## config.mk

```make
export PLATFORM = sky130hd
export DESIGN_NAME = mult_div_unit
export DESIGN_NICKNAME = d
export VERILOG_FILES = /design/src/rtl/mult_div_pkg.sv /design/src/rtl/mult_div_unit_cond_negate.sv /design/src/rtl/mult_div_unit.sv
export SDC_FILE = /design/constraint.sdc
export NUM_CORES = 1
export LEC_CHECK = 0
export ABC_AREA = 1
export CAP_MARGIN = 20
export CORE_MARGIN = 2
export CORE_UTILIZATION = 60
export DETAILED_ROUTE_END_ITERATION = 8
export PLACE_DENSITY_LB_ADDON = 0.3
export SLEW_MARGIN = 20
export SYNTH_ARGS = -nofsm -noshare
export SYNTH_HDL_FRONTEND = slang
export SYNTH_HIERARCHICAL = 1
export SYNTH_SLANG_ARGS = --single-unit
```

## constraint.sdc

```tcl
create_clock -name clk -period 14 [get_ports clk]
set_input_delay 1.4 -clock clk [delete_from_list [all_inputs] [get_ports clk]]
set_output_delay 1.4 -clock clk [all_outputs]
set_load 0.02 [all_outputs]
```

## src/rtl/mult_div_pkg.sv

```systemverilog
// ============================================================================
// Module      : mult_div_pkg
// Description : Shared types for the iterative HI/LO multiply/divide unit:
//               operation encoding, controller states and a helper that
//               tells signed operations apart from unsigned ones.
// Revision    : 1.0 - initial release
// ============================================================================
`default_nettype none

package mult_div_pkg;

  typedef enum logic [1:0] {
    OP_MULT  = 2'd0,
    OP_MULTU = 2'd1,
    OP_DIV   = 2'd2,
    OP_DIVU  = 2'd3
  } op_t;

  typedef enum logic [1:0] {
    IDLE = 2'd0,
    RUN  = 2'd1,
    FIX  = 2'd2
  } state_t;

  function automatic logic isSigned(input op_t op);
    return (op == OP_MULT) || (op == OP_DIV);
  endfunction

endpackage

`default_nettype wire

```

## src/rtl/mult_div_unit_cond_negate.sv

```systemverilog
// ============================================================================
// Module      : cond_negate
// Description : Combinational two's-complement conditional negation.
//               o_val = i_neg ? -i_val : i_val
// Ports       : i_val [W-1:0]  value in
//               i_neg          negate when high
//               o_val [W-1:0]  value out
// Revision    : 1.0 - initial release
// ============================================================================
`default_nettype none

module cond_negate #(
  parameter int W = 32
) (
  input  logic [W-1:0] i_val,
  input  logic         i_neg,
  output logic [W-1:0] o_val
);

  assign o_val = i_neg ? (~i_val + W'(1)) : i_val;

endmodule

`default_nettype wire

```

## src/rtl/mult_div_unit.sv

```systemverilog
// ============================================================================
// Module      : mult_div_unit
// Description : Radix-2 iterative multiply/divide unit for the HI/LO path.
//               One product/quotient bit per cycle on operand magnitudes,
//               sign fix-up in a final FIX cycle, registered hi/lo/divZero.
//               Optional macro MULT_DIV_EARLY_TERM_EN: multiplies finish as
//               soon as the remaining multiplier bits are all zero.
// Ports       : clk, reset (async, active-high)
//               start, op[1:0], a/b[BITS-1:0]    request
//               busy, done, divZero, hi/lo       status and results
// Revision    : 1.0 - initial release
// ============================================================================
`default_nettype none

module mult_div_unit
  import mult_div_pkg::*;
#(
  parameter int BITS  = 32,
  parameter int CNT_W = $clog2(BITS + 1)
) (
  input  logic            clk,
  input  logic            reset,
  input  logic            start,
  input  logic [1:0]      op,
  input  logic [BITS-1:0] a,
  input  logic [BITS-1:0] b,
  output logic            busy,
  output logic            done,
  output logic            divZero,
  output logic [BITS-1:0] hi,
  output logic [BITS-1:0] lo
);

  state_t              r_state, w_next;
  op_t                 r_op;
  logic                r_sP, r_sR, r_bzero, r_done, r_divZero;
  logic [BITS-1:0]     r_opa, r_opb, r_hi, r_lo;
  logic [2*BITS-1:0]   r_acc;
  logic [CNT_W-1:0]    r_cnt;

  op_t                 w_op;
  logic                w_sgn, w_is_mul, w_last, w_early;
  logic [BITS-1:0]     w_a_mag, w_b_mag, w_quot, w_rem;
  logic [2*BITS-1:0]   w_prod;
  logic [BITS:0]       w_sum, w_shift, w_trial;
  logic [2*BITS-1:0]   w_mul_next, w_div_next, w_acc_next;

  assign w_op     = op_t'(op);
  assign w_sgn    = isSigned(w_op);
  assign w_is_mul = ~r_op[1];
  assign w_last   = (r_cnt == CNT_W'(BITS - 1));

  // Operand magnitudes for the unsigned core.
  cond_negate #(.W(BITS)) u_neg_a (.i_val(a), .i_neg(w_sgn & a[BITS-1]), .o_val(w_a_mag));
  cond_negate #(.W(BITS)) u_neg_b (.i_val(b), .i_neg(w_sgn & b[BITS-1]), .o_val(w_b_mag));

  // Sign fix-up; r_sP/r_sR are already zero for unsigned ops.
  cond_negate #(.W(2*BITS)) u_neg_p (.i_val(r_acc), .i_neg(r_sP), .o_val(w_prod));
  cond_negate #(.W(BITS)) u_neg_q (.i_val(r_acc[BITS-1:0]), .i_neg(r_sP), .o_val(w_quot));
  cond_negate #(.W(BITS)) u_neg_r (.i_val(r_acc[2*BITS-1:BITS]), .i_neg(r_sR), .o_val(w_rem));

`ifdef MULT_DIV_EARLY_TERM_EN
  logic [CNT_W-1:0] w_left;
  assign w_left  = CNT_W'(BITS - 1) - r_cnt;
  assign w_early = w_is_mul && (r_opb[BITS-1:1] == '0);
`else
  assign w_early = 1'b0;
`endif

  // One iteration step. Multiply: r_acc = {upper accumulator, shifted-in
  // product bits}; the add carry lands in the msb of the shifted result.
  // Divide: r_acc = {remainder, dividend/quotient}.
  always_comb begin
    w_sum      = {1'b0, r_acc[2*BITS-1:BITS]} + (r_opb[0] ? {1'b0, r_opa} : '0);
    w_mul_next = {w_sum, r_acc[BITS-1:1]};
`ifdef MULT_DIV_EARLY_TERM_EN
    // Skip the remaining all-zero multiplier bits by applying their shifts now.
    if (w_early) begin
      w_mul_next = w_mul_next >> w_left;
    end
`endif
    w_shift    = {r_acc[2*BITS-1:BITS], r_acc[BITS-1]};
    w_trial    = w_shift - {1'b0, r_opb};
    w_div_next = w_trial[BITS] ? {w_shift[BITS-1:0], r_acc[BITS-2:0], 1'b0}
                               : {w_trial[BITS-1:0], r_acc[BITS-2:0], 1'b1};
    w_acc_next = w_is_mul ? w_mul_next : w_div_next;
  end

  always_comb begin
    w_next = r_state;
    case (r_state)
      IDLE:    if (start) w_next = RUN;
      RUN:     if (w_last || w_early) w_next = FIX;
      FIX:     w_next = IDLE;
      default: w_next = IDLE;
    endcase
  end

  always_ff @(posedge clk or posedge reset) begin
    if (reset) begin
      r_state <= IDLE;
    end else begin
      r_state <= w_next;
    end
  end

  always_ff @(posedge clk or posedge reset) begin
    if (reset) begin
      r_op      <= OP_MULT;
      r_sP      <= 1'b0;
      r_sR      <= 1'b0;
      r_bzero   <= 1'b0;
      r_opa     <= '0;
      r_opb     <= '0;
      r_acc     <= '0;
      r_cnt     <= '0;
      r_hi      <= '0;
      r_lo      <= '0;
      r_done    <= 1'b0;
      r_divZero <= 1'b0;
    end else begin
      r_done <= (r_state == FIX);
      case (r_state)
        IDLE: begin
          if (start) begin
            r_op    <= w_op;
            r_opa   <= w_a_mag;
            r_opb   <= w_b_mag;
            r_sP    <= w_sgn & (a[BITS-1] ^ b[BITS-1]);
            r_sR    <= w_sgn & a[BITS-1];
            r_bzero <= (b == '0);
            // Divide starts with the dividend magnitude in the quotient half.
            r_acc   <= w_op[1] ? {{BITS{1'b0}}, w_a_mag} : '0;
            r_cnt   <= '0;
          end
        end
        RUN: begin
          r_acc <= w_acc_next;
          r_cnt <= r_cnt + CNT_W'(1);
          if (w_is_mul) begin
            r_opb <= r_opb >> 1;
          end
        end
        FIX: begin
          if (w_is_mul) begin
            {r_hi, r_lo} <= w_prod;
            r_divZero    <= 1'b0;
          end else begin
            // A zero divisor leaves |a| in the remainder, so the sign fix-up
            // restores the original a; only the quotient needs overriding.
            r_hi      <= w_rem;
            r_lo      <= r_bzero ? '1 : w_quot;
            r_divZero <= r_bzero;
          end
        end
        default: ;
      endcase
    end
  end

  assign busy    = (r_state != IDLE);
  assign done    = r_done;
  assign divZero = r_divZero;
  assign hi      = r_hi;
  assign lo      = r_lo;

endmodule

`default_nettype wire
```

== After elaboration in Yosys (flattened, before gate mapping) ==
Cells that the tools add are included.
Widths: inputs -> output; s select.

* Memories kept: 0
* Latch bits: 0
* Memory bits (read-only): 0
* Bits in registers: 207
* RAM bits: 0

* $mul: 0
* Magnitude comparators: 0
* Eq/ne operators: 7
* Reductions and logical operators: 10
* Divide/modulo/power cells: 0
* Muxes and demuxes: 23
* Bitwise operators: 9
* Add/subtract/negate cells: 8
* Shifts and indexed selects: 0

{| class="wikitable"
|+ Operators by type and width
! kind !! count
|-
| $mux 32 || 11
|-
| $mux 64 || 4
|-
| $add 32x1->32 const B || 4
|-
| $not 32->32 || 4
|-
| $pmux 64 s2 || 1
|-
| $add 64x1->64 const B || 1
|-
| $not 64->64 || 1
|-
| $pmux 32 s2 || 1
|-
| $add 32x32->33 || 1
|-
| $sub 33x32->33 || 1
|-
| $logic_not 32->1 || 1
|-
| $pmux 6 s2 || 1
|-
| $add 6x1->6 const B || 1
|-
| $eq 6x5->1 const B || 1
|-
| $mux 6 || 1
|-
| $ne 2x2->1 const B || 3
|-
| $reduce_and 2->1 || 3
|-
| $eq 2x2->1 const B || 2
|-
| $logic_not 2->1 || 2
|-
| $mux 2 || 2
|-
| $pmux 2 s2 || 1
|-
| $reduce_bool 2->1 || 2
|-
| $and 1x1->1 || 3
|-
| $reduce_and 3->1 || 1
|-
| other kinds (4) || 4
|}

== Longest topological paths before layout ==
* Depth in word-level cells: 7
* Depth in mapped cells: 20

== Modules after synthesis ==
Netlist, hierarchy kept.

{| class="wikitable"
|+ Modules (own cells, without submodules)
! module !! cells an instance !! area each (um2) !! times used
|-
| mult_div_unit || 2161 || 14625.3 || 1
|-
| cond_negate at u_neg_a ... || 227 || 1108.6 || 4
|-
| cond_negate at u_neg_p || 498 || 2466.1 || 1
|}

== Worst setup path after synthesis ==
OpenSTA, ideal clock, no wires.

* Path kind: reg-to-reg
* From: register r_opb[0]
* To: register r_acc[59]
* Clock period less this slack: 2.578 ns
* Data required time: 13.883 ns
* Stages on the path, launching flop included: 20
* Arrival time: 2.461 ns
* Path slack: 11.422 ns
* Library setup time: 0.117 ns
* Cells stage by stage: dfrtp_1 > clkbuf_1 > clkbuf_1 > nand2_1 > inv_1 > ha_1 > inv_1 > fa_1 > o21ai_1 > nand2_1 > nand2_1 > nand2_1 > nand2_1 > nand3_1 > nand3_1 > nand2_1 > nor2_1 > nor2_1 > nand2_1 > nand2_1

* Word-level cells in the longest chain between the ends: 4
* Elaborated cells on any way between the ends: 6

{| class="wikitable"
|+ RTL lines
! what !! RTL line !! source
|-
| start, declared || mult_div_unit.sv:37 || <nowiki>logic [BITS-1:0] r_opa, r_opb, r_hi, r_lo;</nowiki>
|-
| start signal, assigned || mult_div_unit.sv:128 || <nowiki>r_opb <= w_b_mag;</nowiki>
|-
| start signal, assigned || mult_div_unit.sv:141 || <nowiki>r_opb <= r_opb >> 1;</nowiki>
|-
| $sub 33x32->33 / $mux 32 (equally long branches) || mult_div_unit.sv:83, mult_div_unit.sv:74 ||
|-
| $mux 64 / $add 32x32->33 (equally long branches) || mult_div_unit.sv:84, mult_div_unit.sv:74 ||
|-
| $mux 64 * || mult_div_unit.sv:86 || <nowiki>w_acc_next = w_is_mul ? w_mul_next : w_div_next;</nowiki>
|-
| $pmux 64 s2 * || mult_div_unit.sv:123 || <nowiki>case (r_state)</nowiki>
|-
| end signal, assigned || mult_div_unit.sv:133 || <nowiki>r_acc <= w_op[1] ? {{BITS{1'b0}}, w_a_mag} : '0;</nowiki>
|-
| end signal, assigned || mult_div_unit.sv:138 || <nowiki>r_acc <= w_acc_next;</nowiki>
|-
| end, declared || mult_div_unit.sv:38 || <nowiki>logic [2*BITS-1:0] r_acc;</nowiki>
|}

Every way passes the cells marked *; elsewhere a longest branch is shown, timed or not.
A chain may end at the register's enable or synchronous reset.

== Worst setup path after layout ==
* From: input start
* To: register r_cnt[3]

* Word-level cells in the longest chain between the ends: 2

{| class="wikitable"
|+ RTL lines
! what !! RTL line !! source
|-
| start, declared || mult_div_unit.sv:23 || <nowiki>input logic start,</nowiki>
|-
| $ne 2x2->1 (no source line) || - ||
|-
| $reduce_and 2->1 (no source line) || - ||
|-
| end signal, assigned || mult_div_unit.sv:139 || <nowiki>r_cnt <= r_cnt + CNT_W'(1);</nowiki>
|-
| end, declared || mult_div_unit.sv:39 || <nowiki>logic [CNT_W-1:0] r_cnt;</nowiki>
|}

No other way between the ends.

==> results summary <==
The number of flops mapped to enable cells by yosys came out at 0. The CTS H-tree depth came out at 1. The count of pins on the block boundary came out at approximately 140. The max-slew violation count is 0. The startpoint of the lowest-slack register-to-register path is r_state[1].

The number of buffers inserted by port buffering is 135. The cell-internal power came out at 2.75 mW. Setup repair after global routing left no endpoint under its margin. Of the total power, the share spent switching nets is 0.576.

The growth of design area from synthesis to finish came out at 10.7%. Before antenna repair, the detailed router went through 8 iterations. The cell count of the worst hold path came out at 2. Data on the critical path is required at its endpoint by between 10,000 and 15,000 ps. The final weighted congestion in routability-driven placement came out at 1.01. The antenna cell count is 0. The number of setup buffers added after CTS came out at 0. The maximum fanout encountered on the critical timing path is 97. The CTS clock-pin slew for the worst setup and hold paths came out at 60 ps.

The routed length per placed instance is between 15 and 20 µm. The number of max-capacitance violations reported came out at 0. The root buffer cell chosen for the clock tree is sky130_fd_sc_hd__clkbuf_16. The remaining global-route overflow came out at 0.

The residual DRC count is 0. The area of all placed cells without fillers came out at 23,800 µm². The largest delay contributor family on the critical path is buffers and inverters.

The synthesized instance count came out at between 3,000 and 4,000. Of the total power, registers draw 0.221. The first global-routing pass estimated approximately 120,000 µm of wire.

The maximum clock skew at final layout is 14.1 ps. For this run, the number of Yosys warnings is 6. The arrival time at the worst endpoint is about 4400 ps. The power dissipated by switching net loads is 3.74 mW.

The global routing usage summed across all routing layers came out at 0.383. After legalization and detailed placement, the total HPWL measured 56,100 µm. The fraction of registers with async set/reset came out at 1.00. At the end of the flow, the number of nets in the layout was roughly 3,800. In this run the mean area of a mapped cell was 6.03 µm². The quantity of gates resized following cts came out at 0.

The slew at the pin closest to its max-slew limit came out at 1020 ps. The number of antenna violations at the first check in global routing is 0. The most used flip-flop cell after synthesis is sky130_fd_sc_hd__dfrtp_1. The final count of negative-setup-slack endpoints is 0.

In the routed layout, each cell is associated on average with a via count of 5.91. For this configuration, the core starts out at a cell density of 0.607. The post-detailed-routing wire length is 73,700 µm.

The power share of the combinational group came out at 0.679. The most frequent cell after synthesis is sky130_fd_sc_hd__nand2_1. For this design the ratio of total power to cell area is 272 nW/µm².

The summed instance area of the synthesized netlist is around 22,000 µm². TritonCTS built the clock tree. The detail route stage leaves a number of antenna-violating nets equal to 0. By count the netlist is led by 1,259 x sky130_fd_sc_hd__nand2_1, 416 x sky130_fd_sc_hd__inv_1, 409 x sky130_fd_sc_hd__nor2_1, 229 x sky130_fd_sc_hd__nand3_1, 206 x sky130_fd_sc_hd__dfrtp_1. The post-synth net total came out at roughly 3,700.

The maximum root-to-sink buffer count is 3. The post-route setup TNS is 0 ps. By startpoint and endpoint, the worst setup path is classified as input port to flop. The kind of start point of the critical path is an input port. The run finished with clean final reports. For this design, the slowest cell found on the critical path is sky130_fd_sc_hd__buf_4. On the final layout, the worst hold slack is slightly below 500 ps. The maximum frequency from static timing analysis came out at 255 MHz. The number of core rows is 69.

IR analysis of the VDD net gives a maximum drop of 0.000147 V. The clock latency on the worst-skew pair came out at approximately 560 ps. In this design, the stage delay of the slowest critical-path cell is 770 ps. The area inside the core boundary came out at 35,500 µm².

The top cell type's share of synthesized area is 0.239. The worst register-to-register path ends at r_cnt[3]. The type of destination of the critical path is a flop. The detailed router's first-iteration violation count came out at between 2,000 and 3,000. The post-synthesis cell type count is 54. The number of inserted filler cells in the final layout came out at 3,349. The placed standard-cell area came out at 23,000 µm². The width of the die is 193 µm. The final count of hold timing violations was 0.

The via total after detailed routing is 24,300. The share of total power dissipated in the clock network is 0.100. The sequential element share of the synthesized area is 0.239. The depth of the worst register-to-register path is 7. The critical path contains buffers and inverters numbering 4 combined. The final critical-path share of the clock period came out at 0.280. The layout cell share with drive strength beyond 1 came out at 0.0708.

The final core utilization is 0.671. Synthesis inferred 206 register bits. The largest area contributor in the netlist is sky130_fd_sc_hd__dfrtp_1. The clock net in this run drives a total of 206 sinks. The worst hold path endpoint is r_opa[17]. Traced cell by cell, the critical path runs through clkdlybuf4s50_1 -> nand2_2 -> inv_2 -> nor2_4 -> buf_4 -> inv_1 -> o21ai_0.

The worst hold path begins at r_opa[17]. The number of global-route vias before repair is 22,100. The height of the die came out at ~190 µm. The CTS buffer count came out at 24. The worst slew margin relative to its limit is 0.320.

The leakage power came out at 11.8 nW. Entering global routing, the biggest net connects 133 pins. The shortest clock period the worst path allows after layout came out at between 3000 and 4000 ps. The area of the die came out at 37,400 µm². The quantity of hold-fixing buffers added after cts is 0. The worst hold path belongs to the class flop to flop. The internal reg-to-reg setup slack is 10,740 ps. In the post-synthesis netlist, the biggest area contributors are sky130_fd_sc_hd__dfrtp_1 24%, sky130_fd_sc_hd__nand2_1 22%, sky130_fd_sc_hd__inv_1 7.3%, sky130_fd_sc_hd__nor2_1 7.1%, sky130_fd_sc_hd__nand3_1 5.3%.
cell type report:
type / count / area, µm² / share of cell area
Sequential cell: 206 / 5160 / 0.217
Inverter: 434 / 1660 / 0.0695
Timing Repair Buffer: 154 / 1490 / 0.0627
Multi-Input combinational cell: 2806 / 14100 / 0.593
Tap cell: 461 / 577 / 0.0242
Clock buffer: 33 / 716 / 0.0300
Clock inverter: 11 / 100 / 0.00420
kinds of logic after synthesis:
family                   after synthesis  synth area share
AND/OR/NAND/NOR                     2126             0.430
buffers and inverters                555             0.105
AO/OA/AOI/OAI                        504             0.140
flip-flops                           206             0.239
XOR/XNOR                             104            0.0427
adder cells (fa/ha/maj)               72            0.0425
routing by layer:
metal	GRT usage	share of wire	vias up
met5	0	0	-
met4	0.157	0.041	0
met3	0.0678	0.10	211
met2	0.613	0.45	1253
met1	0.512	0.41	11300
li1	-	-	11500
power by group through the flow:
| stage | Combinational (mW) | Clock, mW | Sequential (mW) |
|---|---|---|---|
| after floorplan | 3.21 | 0 | 1.23 |
| after global placement | 4.18 | 0 | 1.39 |
| after detailed placement | 4.28 | 0 | 1.41 |
| after CTS | 4.30 | 0.654 | 1.40 |
| after global routing | 4.89 | 0.679 | 1.45 |
| final | 4.40 | 0.651 | 1.43 |
sequential cells by signal, indices dropped and copies added (netlist names):
| name | flops |
|---|---|
| r_acc | 64 |
| divZero | 1 |
| r_sR | 1 |
| r_op | 1 |
| r_opb | 32 |
| r_state | 2 |
| hi | 32 |
| r_opa | 32 |
| lo | 32 |
| r_bzero | 1 |
| r_sP | 1 |
| done | 1 |
| r_cnt | 6 |
metrics by stage:
| stage | total power [mW] | setup slack (ps) | std cells |
|---|---|---|---|
| floorplan | 4.44 | 6980 | 3567 |
| global placement | 5.57 | 9750 | 4061 |
| detailed placement | 5.69 | 9580 | 4061 |
| CTS | 6.36 | 10140 | 4105 |
| global route | 7.02 | 9860 | 4105 |
| finish | 6.49 | 10080 | 4105 |
worst max path at each step:
stage	from	to	slack, ps	cells past startpoint
floorplan	reset	divZero	6980	1
global placement	start	r_cnt[4]	9750	7
detailed placement	start	r_cnt[3]	9580	7
CTS	start	r_cnt[3]	10140	7
global route	start	r_cnt[3]	9860	7
finish	start	r_cnt[3]	10080	7
cells in the final DEF (no fill, tap or decap), drive strengths merged, types with 3 or more instances in the layout:
| cell type | n |
|---|---|
| nor2 | 492 |
| nand3b | 16 |
| clkinv | 5 |
| a31oi | 36 |
| nand3 | 242 |
| clkdlybuf4s50 | 135 |
| o211ai | 30 |
| o21ai | 210 |
| buf | 19 |
| nor4 | 10 |
| o21bai | 8 |
| or2 | 6 |
| a21o | 3 |
| xnor2 | 60 |
| xor2 | 44 |
| ha | 70 |
| clkbuf | 33 |
| nand2 | 1306 |
| inv | 437 |
| a22oi | 32 |
| nand4 | 40 |
| nor3 | 12 |
| dfrtp | 206 |
| o221ai | 32 |
| a21oi | 147 |
tightest hold or removal path, delay by kind of cell, from the launching register on:
family | cells | cell delay [ps]
flops | 1 | 340
simple gates | 2 | 110
Power figures use the tool's default switching activity.
